--- src/rtl/pipe_ctrl_pkg.sv ---
// Shared types for the pipeline stall/flush controller: FSM state encoding
// and the default register-index width.
package pipe_ctrl_pkg;

  localparam int REG_NUM_BITWIDTH_DEF = 5;

  typedef enum logic [1:0] {
    RUN      = 2'd0,
    MEM_WAIT = 2'd1,
    ERROR    = 2'd2
  } pipe_state_e;

endpackage

--- src/rtl/pipe_hazard_ctrl_if.sv ---
// Hazard-controller bundle: pipeline status in, register enables/bubbles and
// statistics out. The master drives pipeline status; the slave is the controller.
interface pipe_hazard_ctrl_if
  import pipe_ctrl_pkg::*;
#(
  parameter int REG_NUM_BITWIDTH = REG_NUM_BITWIDTH_DEF,
  parameter int CNT_WIDTH        = 16
);
  logic [REG_NUM_BITWIDTH-1:0] id_rs1;
  logic [REG_NUM_BITWIDTH-1:0] id_rs2;
  logic                        id_uses_rs1;
  logic                        id_uses_rs2;
  logic                        ex_memRead;
  logic [REG_NUM_BITWIDTH-1:0] ex_rd;
  logic                        mem_memRead;
  logic                        mem_memWrite;
  logic                        mem_PCSrc;
  // Handshake: a MEM-stage access (mem_memRead|mem_memWrite) is the request and
  // completes in the cycle dmem_ready is 1; while it is 0 the pipeline holds.
  logic                        dmem_ready;

  logic                        pc_write;
  logic                        if_id_write;
  logic                        id_ex_write;
  logic                        ex_mem_write;
  logic                        if_id_flush;
  logic                        id_ex_nop;
  logic                        ex_mem_nop;
  logic                        mem_wb_nop;
  logic                        err;
  logic [CNT_WIDTH-1:0]        stall_cnt;
  logic [CNT_WIDTH-1:0]        flush_cnt;
  pipe_state_e                 state;

  modport master (
    output id_rs1, id_rs2, id_uses_rs1, id_uses_rs2, ex_memRead, ex_rd,
           mem_memRead, mem_memWrite, mem_PCSrc, dmem_ready,
    input  pc_write, if_id_write, id_ex_write, ex_mem_write, if_id_flush,
           id_ex_nop, ex_mem_nop, mem_wb_nop, err, stall_cnt, flush_cnt, state
  );

  modport slave (
    input  id_rs1, id_rs2, id_uses_rs1, id_uses_rs2, ex_memRead, ex_rd,
           mem_memRead, mem_memWrite, mem_PCSrc, dmem_ready,
    output pc_write, if_id_write, id_ex_write, ex_mem_write, if_id_flush,
           id_ex_nop, ex_mem_nop, mem_wb_nop, err, stall_cnt, flush_cnt, state
  );

endinterface

--- src/rtl/sat_counter.sv ---
// Up-counter that sticks at all-ones instead of wrapping.
module sat_counter #(
  parameter int W = 16
) (
  input  logic         clk,
  input  logic         rst,
  input  logic         inc_i,
  input  logic         clr_i,
  output logic [W-1:0] cnt_o
);
  logic [W-1:0] cnt_q, cnt_d;

  always_comb begin
    cnt_d = cnt_q;
    if (clr_i)                    cnt_d = '0;
    else if (inc_i && cnt_q != '1) cnt_d = cnt_q + W'(1);
  end

  always_ff @(posedge clk or posedge rst) begin
    if (rst) cnt_q <= '0;
    else     cnt_q <= cnt_d;
  end

  assign cnt_o = cnt_q;

endmodule

--- src/rtl/pipe_hazard_ctrl.sv ---
// Stall/flush controller for the 5-stage pipeline: memory wait > branch flush >
// load-use, with a memory-timeout error state and saturating statistics.
module pipe_hazard_ctrl
  import pipe_ctrl_pkg::*;
#(
  parameter int REG_NUM_BITWIDTH = REG_NUM_BITWIDTH_DEF,
  parameter int MEM_TIMEOUT      = 16,
  parameter int CNT_WIDTH        = 16
) (
  input logic               clk,
  input logic               rst,
  pipe_hazard_ctrl_if.slave hz
);
  localparam int WAIT_W = $clog2(MEM_TIMEOUT) + 1;

  pipe_state_e                 state_q, state_d;
  logic [WAIT_W-1:0]           wait_cnt_q, wait_cnt_d;
  logic                        err_q, err_d;
  logic [REG_NUM_BITWIDTH-1:0] ex_rd_w;
  logic                        mem_op, lu;
  logic                        pc_write_w, if_id_write_w, id_ex_write_w, ex_mem_write_w;
  logic                        if_id_flush_w, id_ex_nop_w, ex_mem_nop_w, mem_wb_nop_w;

  assign ex_rd_w = hz.ex_rd;
  assign mem_op  = hz.mem_memRead | hz.mem_memWrite;
  assign lu      = hz.ex_memRead && (ex_rd_w != '0) &&
                   ((hz.id_uses_rs1 && hz.id_rs1 == ex_rd_w) ||
                    (hz.id_uses_rs2 && hz.id_rs2 == ex_rd_w));

  always_comb begin
    pc_write_w     = 1'b1;
    if_id_write_w  = 1'b1;
    id_ex_write_w  = 1'b1;
    ex_mem_write_w = 1'b1;
    if_id_flush_w  = 1'b0;
    id_ex_nop_w    = 1'b0;
    ex_mem_nop_w   = 1'b0;
    mem_wb_nop_w   = 1'b0;
    state_d        = state_q;
    wait_cnt_d     = wait_cnt_q;
    err_d          = err_q;
    case (state_q)
      RUN, MEM_WAIT: begin
        if (mem_op && !hz.dmem_ready) begin
          pc_write_w     = 1'b0;
          if_id_write_w  = 1'b0;
          id_ex_write_w  = 1'b0;
          ex_mem_write_w = 1'b0;
          mem_wb_nop_w   = 1'b1;
          wait_cnt_d     = wait_cnt_q + WAIT_W'(1);
          if (wait_cnt_q == WAIT_W'(MEM_TIMEOUT - 1)) begin
            state_d = ERROR;
            err_d   = 1'b1;
          end else begin
            state_d = MEM_WAIT;
          end
        end else begin
          // Release (or no wait): the branch/load-use rules apply this same cycle.
          state_d    = RUN;
          wait_cnt_d = '0;
          if (hz.mem_PCSrc) begin
            if_id_flush_w = 1'b1;
            id_ex_nop_w   = 1'b1;
            ex_mem_nop_w  = 1'b1;
          end else if (lu) begin
            pc_write_w    = 1'b0;
            if_id_write_w = 1'b0;
            id_ex_nop_w   = 1'b1;
          end
        end
      end
      ERROR: begin
        pc_write_w     = 1'b0;
        if_id_write_w  = 1'b0;
        id_ex_write_w  = 1'b0;
        ex_mem_write_w = 1'b0;
        mem_wb_nop_w   = 1'b1;
      end
      default: state_d = RUN;
    endcase
  end

  always_ff @(posedge clk or posedge rst) begin
    if (rst) begin
      state_q    <= RUN;
      wait_cnt_q <= '0;
      err_q      <= 1'b0;
    end else begin
      state_q    <= state_d;
      wait_cnt_q <= wait_cnt_d;
      err_q      <= err_d;
    end
  end

  sat_counter #(.W(CNT_WIDTH)) u_stall_cnt (
    .clk   (clk),
    .rst   (rst),
    .inc_i (!pc_write_w),
    .clr_i (1'b0),
    .cnt_o (hz.stall_cnt)
  );

  sat_counter #(.W(CNT_WIDTH)) u_flush_cnt (
    .clk   (clk),
    .rst   (rst),
    .inc_i (if_id_flush_w),
    .clr_i (1'b0),
    .cnt_o (hz.flush_cnt)
  );

  assign hz.pc_write     = pc_write_w;
  assign hz.if_id_write  = if_id_write_w;
  assign hz.id_ex_write  = id_ex_write_w;
  assign hz.ex_mem_write = ex_mem_write_w;
  assign hz.if_id_flush  = if_id_flush_w;
  assign hz.id_ex_nop    = id_ex_nop_w;
  assign hz.ex_mem_nop   = ex_mem_nop_w;
  assign hz.mem_wb_nop   = mem_wb_nop_w;
  assign hz.err          = err_q;
  assign hz.state        = state_q;

endmodule

--- src/flat_wrapper.sv ---
// flat-port wrapper written by rule: the top's interface ports become plain ports
module pipe_hazard_ctrl_flat import pipe_ctrl_pkg::*;
#(
  parameter int REG_NUM_BITWIDTH = REG_NUM_BITWIDTH_DEF,
  parameter int MEM_TIMEOUT      = 16,
  parameter int CNT_WIDTH        = 16
)
  (clk, rst, hz_id_rs1, hz_id_rs2, hz_id_uses_rs1, hz_id_uses_rs2, hz_ex_memRead, hz_ex_rd, hz_mem_memRead, hz_mem_memWrite, hz_mem_PCSrc, hz_dmem_ready, hz_pc_write, hz_if_id_write, hz_id_ex_write, hz_ex_mem_write, hz_if_id_flush, hz_id_ex_nop, hz_ex_mem_nop, hz_mem_wb_nop, hz_err, hz_stall_cnt, hz_flush_cnt, hz_state);
  pipe_hazard_ctrl_if #(.REG_NUM_BITWIDTH(REG_NUM_BITWIDTH), .CNT_WIDTH(CNT_WIDTH)) hz_i ();
  input logic clk;
  input logic rst;
  input wire logic [$bits(hz_i.id_rs1)-1:0] hz_id_rs1;
  input wire logic [$bits(hz_i.id_rs2)-1:0] hz_id_rs2;
  input wire logic [$bits(hz_i.id_uses_rs1)-1:0] hz_id_uses_rs1;
  input wire logic [$bits(hz_i.id_uses_rs2)-1:0] hz_id_uses_rs2;
  input wire logic [$bits(hz_i.ex_memRead)-1:0] hz_ex_memRead;
  input wire logic [$bits(hz_i.ex_rd)-1:0] hz_ex_rd;
  input wire logic [$bits(hz_i.mem_memRead)-1:0] hz_mem_memRead;
  input wire logic [$bits(hz_i.mem_memWrite)-1:0] hz_mem_memWrite;
  input wire logic [$bits(hz_i.mem_PCSrc)-1:0] hz_mem_PCSrc;
  input wire logic [$bits(hz_i.dmem_ready)-1:0] hz_dmem_ready;
  output wire logic [$bits(hz_i.pc_write)-1:0] hz_pc_write;
  output wire logic [$bits(hz_i.if_id_write)-1:0] hz_if_id_write;
  output wire logic [$bits(hz_i.id_ex_write)-1:0] hz_id_ex_write;
  output wire logic [$bits(hz_i.ex_mem_write)-1:0] hz_ex_mem_write;
  output wire logic [$bits(hz_i.if_id_flush)-1:0] hz_if_id_flush;
  output wire logic [$bits(hz_i.id_ex_nop)-1:0] hz_id_ex_nop;
  output wire logic [$bits(hz_i.ex_mem_nop)-1:0] hz_ex_mem_nop;
  output wire logic [$bits(hz_i.mem_wb_nop)-1:0] hz_mem_wb_nop;
  output wire logic [$bits(hz_i.err)-1:0] hz_err;
  output wire logic [$bits(hz_i.stall_cnt)-1:0] hz_stall_cnt;
  output wire logic [$bits(hz_i.flush_cnt)-1:0] hz_flush_cnt;
  output wire logic [$bits(hz_i.state)-1:0] hz_state;
  assign hz_i.id_rs1 = hz_id_rs1;
  assign hz_i.id_rs2 = hz_id_rs2;
  assign hz_i.id_uses_rs1 = hz_id_uses_rs1;
  assign hz_i.id_uses_rs2 = hz_id_uses_rs2;
  assign hz_i.ex_memRead = hz_ex_memRead;
  assign hz_i.ex_rd = hz_ex_rd;
  assign hz_i.mem_memRead = hz_mem_memRead;
  assign hz_i.mem_memWrite = hz_mem_memWrite;
  assign hz_i.mem_PCSrc = hz_mem_PCSrc;
  assign hz_i.dmem_ready = hz_dmem_ready;
  assign hz_pc_write = hz_i.pc_write;
  assign hz_if_id_write = hz_i.if_id_write;
  assign hz_id_ex_write = hz_i.id_ex_write;
  assign hz_ex_mem_write = hz_i.ex_mem_write;
  assign hz_if_id_flush = hz_i.if_id_flush;
  assign hz_id_ex_nop = hz_i.id_ex_nop;
  assign hz_ex_mem_nop = hz_i.ex_mem_nop;
  assign hz_mem_wb_nop = hz_i.mem_wb_nop;
  assign hz_err = hz_i.err;
  assign hz_stall_cnt = hz_i.stall_cnt;
  assign hz_flush_cnt = hz_i.flush_cnt;
  assign hz_state = hz_i.state;
  pipe_hazard_ctrl #(.REG_NUM_BITWIDTH(REG_NUM_BITWIDTH), .MEM_TIMEOUT(MEM_TIMEOUT), .CNT_WIDTH(CNT_WIDTH)) u_core (.clk(clk), .rst(rst), .hz(hz_i));
endmodule
--- config.mk ---
export PLATFORM = sky130hd
export DESIGN_NAME = pipe_hazard_ctrl_flat
export DESIGN_NICKNAME = d
export VERILOG_FILES = /design/src/rtl/pipe_ctrl_pkg.sv /design/src/rtl/pipe_hazard_ctrl_if.sv /design/src/rtl/sat_counter.sv /design/src/rtl/pipe_hazard_ctrl.sv /design/src/flat_wrapper.sv
export SDC_FILE = /design/constraint.sdc
export NUM_CORES = 1
export LEC_CHECK = 0
export CAP_MARGIN = 5
export CORE_ASPECT_RATIO = 0.9
export CORE_MARGIN = 3
export CORE_UTILIZATION = 45
export DETAILED_ROUTE_END_ITERATION = 16
export DONT_BUFFER_PORTS = 1
export GPL_ROUTABILITY_DRIVEN = 0
export SLEW_MARGIN = 30
export SYNTH_ARGS = -nofsm -noshare
export SYNTH_HDL_FRONTEND = slang
export SYNTH_SLANG_ARGS = --single-unit
--- constraint.sdc ---
create_clock -name clk -period 7.25 [get_ports clk]
set_clock_uncertainty 0.15 [all_clocks]
set_input_delay 2.175 -clock clk [delete_from_list [all_inputs] [get_ports clk]]
set_output_delay 2.175 -clock clk [all_outputs]
set_load 0.05 [all_outputs]
**Word level (Yosys, flattened, before mapping)**

Index checks and enable logic that the tools add are counted.
W data, S select, Z words.

- Bits in registers: 40
- Bits in latches: 0
- Bits in writable memories: 0
- Memory bits (read-only): 0
- Bits of input ports: 24
- Output and inout bits: 43
- Word-level logic and storage cells: 49
- Memories: 0

- Add/sub/neg operators: 3
- $mul: 0
- Div/mod/pow operators: 0
- Magnitude comparators: 0
- Eq/ne operators: 7
- Shifts and indexed selects: 0
- Muxes and demuxes: 19
- Bitwise logic cells: 1
- Reductions and logical operators: 14

Operator list:

| cell | number |
|---|---|
| $add A16 B1 Y16 const B | 2 |
| $ne A16 B16 Y1 const B | 2 |
| $mux W1 | 12 |
| $eq A5 B5 Y1 | 2 |
| $logic_and A1 B1 Y1 | 7 |
| $pmux W1 S2 | 3 |
| $add A5 B1 Y5 const B | 1 |
| $eq A5 B4 Y1 const B | 1 |
| $mux W5 | 1 |
| $reduce_bool A5 Y1 | 1 |
| $mux W2 | 2 |
| $pmux W2 S2 | 1 |
| $reduce_and A3 Y1 | 1 |
| $eq A2 B1 Y1 const B | 1 |
| $eq A2 B2 Y1 const B | 1 |
| $logic_not A1 Y1 | 2 |
| $logic_not A2 Y1 | 1 |
| $reduce_or A2 Y1 | 1 |
| $logic_or A1 B1 Y1 | 1 |
| $or A1 B1 Y1 | 1 |

**Longest topological paths before layout**

- Depth in word-level cells: 10
- Mapped depth: 7
- Depth with buffers taken out: 6

**By module**

From an unflattened synthesis, not the netlist that was laid out.

- Cells, all modules: 263
- Area, all modules: 2421.1 um2

Modules (own cells, without submodules):

| module | times used | cells each | area an instance (um2) | seq. area each (um2) |
|---|---|---|---|---|
| sat_counter at u_core.u_flush_cnt | 1 | 101 | 932.1 | 400.4 |
| sat_counter at u_core.u_stall_cnt | 1 | 101 | 922.1 | 400.4 |
| pipe_hazard_ctrl | 1 | 61 | 566.8 | 200.2 |

**Worst setup path before layout**

No wires, ideal clock.

- Path type: input to output
- From: input hz_mem_memWrite
- To: output hz_pc_write
- Arrival time: 4315 ps
- Required time: 4925 ps
- Path slack: 610 ps
- Stages on the path: 6
- Path buffers: 2
- Path through: o21bai_4 > mux2_2 > inv_2 > buf_2 > o21ai_1 > buf_4

- Word-level cells in the longest chain between the ends: 4

Ends and longest elaborated chain:

| what | RTL line | source |
|---|---|---|
| start, declared | flat_wrapper.sv:19 | `input wire logic [$bits(hz_i.mem_memWrite)-1:0] hz_mem_memWrite;` |
| $or A1 B1 Y1 | pipe_hazard_ctrl.sv:25 | `assign mem_op = hz.mem_memRead \| hz.mem_memWrite;` |
| $logic_and A1 B1 Y1 | pipe_hazard_ctrl.sv:44 | `if (mem_op && !hz.dmem_ready) begin` |
| $mux W1 | - |  |
| $pmux W1 S2 | - |  |
| end, declared | flat_wrapper.sv:22 | `output wire logic [$bits(hz_i.pc_write)-1:0] hz_pc_write;` |

No other way between the ends.

**Final worst setup path**

- From: input hz_mem_memWrite
- To: output hz_if_id_write

- Word-level cells in the longest chain between the ends: 4

Ends and longest elaborated chain:

| what | RTL line | source |
|---|---|---|
| $or A1 B1 Y1 | pipe_hazard_ctrl.sv:25 |  |
| $logic_and A1 B1 Y1 | pipe_hazard_ctrl.sv:44 |  |
| $mux W1 | pipe_hazard_ctrl.sv:44 |  |
| $pmux W1 S2 | pipe_hazard_ctrl.sv:42 | `case (state_q)` |
| end, declared | flat_wrapper.sv:23 | `output wire logic [$bits(hz_i.if_id_write)-1:0] hz_if_id_write;` |

No other way between the ends.

==> flow_summary.json <==
{
  "outcome": "complete, no violations",
  "layout-drive-gt1-share_pct": 17.67,
  "slew_headroom_pct": 41.66,
  "yosysTopAreaCellShare_pct": 44.47,
  "drt-initial-drc-count": 68,
  "die_h_um": 73.10,
  "hp-start": "u_core.wait_cnt_q[4]",
  "io_buffer_count": 0,
  "yosysSeqAreaShare_pct": 44.47,
  "dp.cells": 269,
  "synth-simple-area-share_pct": 18.12,
  "worst_hold_slack_ns": 0.3448,
  "syn-num-nets": 237,
  "finalCritPeriodShare_pct": 80.71,
  "cts_buffer_depth": 2,
  "synth-async-reset-ratio_pct": 100.0,
  "cp.arrival_ns": 3.53,
  "wl_per_cell_um": 17.22,
  "synth_warnings": 0,
  "synth_area_sq_um": 2251,
  "antenna_found_initial": 0,
  "grt_max_degree": 41,
  "multi_input_area_sq_um": 1170,
  "yosysTopAreaCell": "dfrtp_1",
  "post_cts_resized": 0,
  "cp_top_family": "multiplexers",
  "setup_viol": 0,
  "synth_mux_area_share_pct": 1.501,
  "area_growth_pct": 7.838,
  "clk_latency_ns": 0.29,
  "cts_buffers": 5,
  "dp_hpwl_mm": 3.581,
  "synth_xor_area_share_pct": 15.18,
  "clkPwrFrac_pct": 43.3,
  "synth_ff_type": "dfrtp_1",
  "cp-start-kind": "primary input",
  "ir_worst_vdd_uv": 175.7,
  "cts_sinks": 40,
  "drc": 0,
  "pin_count": 67,
  "pwr-share-seq_pct": 53.0,
  "synth_seq_cells": 40,
  "layout.nets": 242,
  "cts_tree": "done",
  "num_rows": 23,
  "dieArea_sq_um": 5888,
  "crit_fanout": 6,
  "place_ws_ns": 1.401,
  "synth_top_family_by_area": "simple AND/OR/NAND/NOR gates",
  "required_ns": 4.93,
  "swShare_pct": 21.23,
  "hold_path.class": "reg2reg",
  "grt_pass1_wl_mm": 7.866,
  "synth_compound_area_share_pct": 14.79,
  "slowest_delay_ns": 0.59,
  "rsz0062_at_grt": "false",
  "fmaxAchievable_mhz": 170.9,
  "crit_buf_inv": 1,
  "switching_power_uw": 89.32,
  "r2r-start": "u_core.hz.state[1]",
  "hold_buffers": 0,
  "dieWidth_um": 80.55,
  "synth_cell_types": 36,
  "synth_edf_count": 0,
  "synth.avg_cell_area_sq_um": 10.77,
  "r2r_slack_ns": 4.08,
  "cts_max_level": 2,
  "finalHoldViolations": 0,
  "slowest_stage": "mux2_2",
  "vias_per_cell": 5.747,
  "cts.clk_slew.worst_paths_ns": 0.09,
  "powerDensity_nw_per_um2": 173.4,
  "wl_mm": 4.770,
  "maxCapViolCount": 0,
  "regArea_sq_um": 1001,
  "tightest_slew_ns": 0.8752,
  "intPower_uw": 331.5,
  "finalCriticalPeriod_ns": 5.852,
  "post_cts_buffers": 0,
  "yosysMostFrequentCell": "dfrtp_1",
  "vias": 1592,
  "cts_root_buffer": "clkbuf_8",
  "end_kind": "output port",
  "ant_nets": 0,
  "core_area_sq_um": 4633,
  "worstSetupPathType": "in2out",
  "combPwrFrac_pct": 3.8,
  "cp_cell_sequence": "o21bai_4 -> mux2_2 -> nand2_1 -> o21ai_2 -> buf_4",
  "fillers": 438,
  "grtUsageTotal_pct": 17.23,
  "first_global_vias": 1668,
  "synth_fa_ha_area_share_pct": 2.223,
  "fin_ws_ns": 1.398,
  "drtPass1Iterations": 4,
  "antenna_cells": 0,
  "synthCells": 209,
  "ys_top_cells_by_area": "dfrtp_1, xnor2_1, o2111ai_2",
  "instances_no_fill": 277,
  "synthTopCellsByCount": "dfrtp_1, xnor2_1, nand2_1",
  "p_leak_nw": 1.029,
  "slew_viol_final": 0,
  "start_util_pct": 48.58,
  "grt-ovfl-total": 0,
  "fin_tns_setup_ns": 0,
  "critPathLaunch": "hz_mem_memWrite"
}
## state kept, by name (all words and copies together) (netlist names)
register                  cells
u_core.wait_cnt_q             5
u_core.hz.state               2
u_core.u_stall_cnt.cnt_o     16
u_core.u_flush_cnt.cnt_o     16
u_core.hz.err                 1
## power groups by stage
stage / Combinational [mW] / Sequential (mW) / Clock, mW
4_1_cts: 0.0163 / 0.223 / 0.186
3_3_place_gp: 0.0157 / 0.227 / 0
6_report: 0.0158 / 0.223 / 0.182
5_1_grt: 0.0179 / 0.223 / 0.195
2_1_floorplan: 0.0132 / 0.227 / 0
3_5_place_dp: 0.0163 / 0.227 / 0
## per-stage QoR
stage          utilization, %  cell area, sq um  power (mW)
2_1_floorplan               -              2251      0.2405
3_3_place_gp            49.99              2316      0.2430
3_5_place_dp            49.99              2316      0.2436
4_1_cts                 52.39              2427      0.4252
5_1_grt                 52.39              2427      0.4360
6_report                52.39              2427      0.4208
## worst reg2reg max path, stage by stage (launching register included)
cell,delay (ns)
dfrtp_1,0.87
inv_2,0.15
mux2_2,0.56
a21oi_2,0.79
o21ai_2,0.19
mux2_1,0.35
## final timing paths
kind / end / depth (start not counted)
worst max-delay path: hz_if_id_write / 5
worst min-delay path: u_core.wait_cnt_q[4] / 2
worst max register to register: u_core.u_stall_cnt.cnt_o[1] / 5
worst min register to register: u_core.wait_cnt_q[4] / 2
max in group asynchronous: u_core.u_stall_cnt.cnt_o[5] / 2
min in group asynchronous: u_core.hz.state[1] / 2
## placed cells by master, fill, tap and decap left out, types with 2 or more instances in the layout
cell type / n
a21oi_1: 4
a21oi_2: 2
and2_1: 6
and3_1: 10
and4_1: 5
buf_4: 5
clkbuf_8: 5
dfrtp_1: 40
ha_1: 4
inv_1: 5
inv_2: 3
mux2_1: 2
nand2_1: 17
nand3_1: 8
nand4_1: 10
nor2_1: 8
nor3_1: 5
nor4_2: 2
o2111ai_1: 4
o2111ai_2: 6
o211ai_2: 5
o21ai_1: 6
o21ai_2: 2
xnor2_1: 33
xor2_1: 6
## cell type report
| cell class | count | share of cell area [%] |
|---|---|---|
| well taps | 62 | 3.196 |
| multi-input cells | 154 | 48.20 |
| flip-flops and latches | 40 | 41.24 |
| repair buffers | 5 | 1.546 |
| clock buffers | 5 | 2.835 |
| clock inverters | 3 | 1.753 |
| inverters | 8 | 1.237 |
## per-layer routing
layer / wire (um) / GRT usage (%) / up-vias
li1: - / - / 757
met1: 2077 / 20.44 / 776
met2: 2239 / 29.32 / 55
met3: 410 / 6.296 / 4
met4: 43 / 5.066 / 0
met5: 0 / 0 / -
## logic make-up after synthesis
family / Yosys count
AOI/OAI and AO/OA: 35
and+or+nand+nor: 73
adders and majority gates: 4
DFF: 40
buffers and inverters: 15
xor gates and xnor gates: 39
muxes: 3
Note: power is estimated with default switching activity, not from simulation.
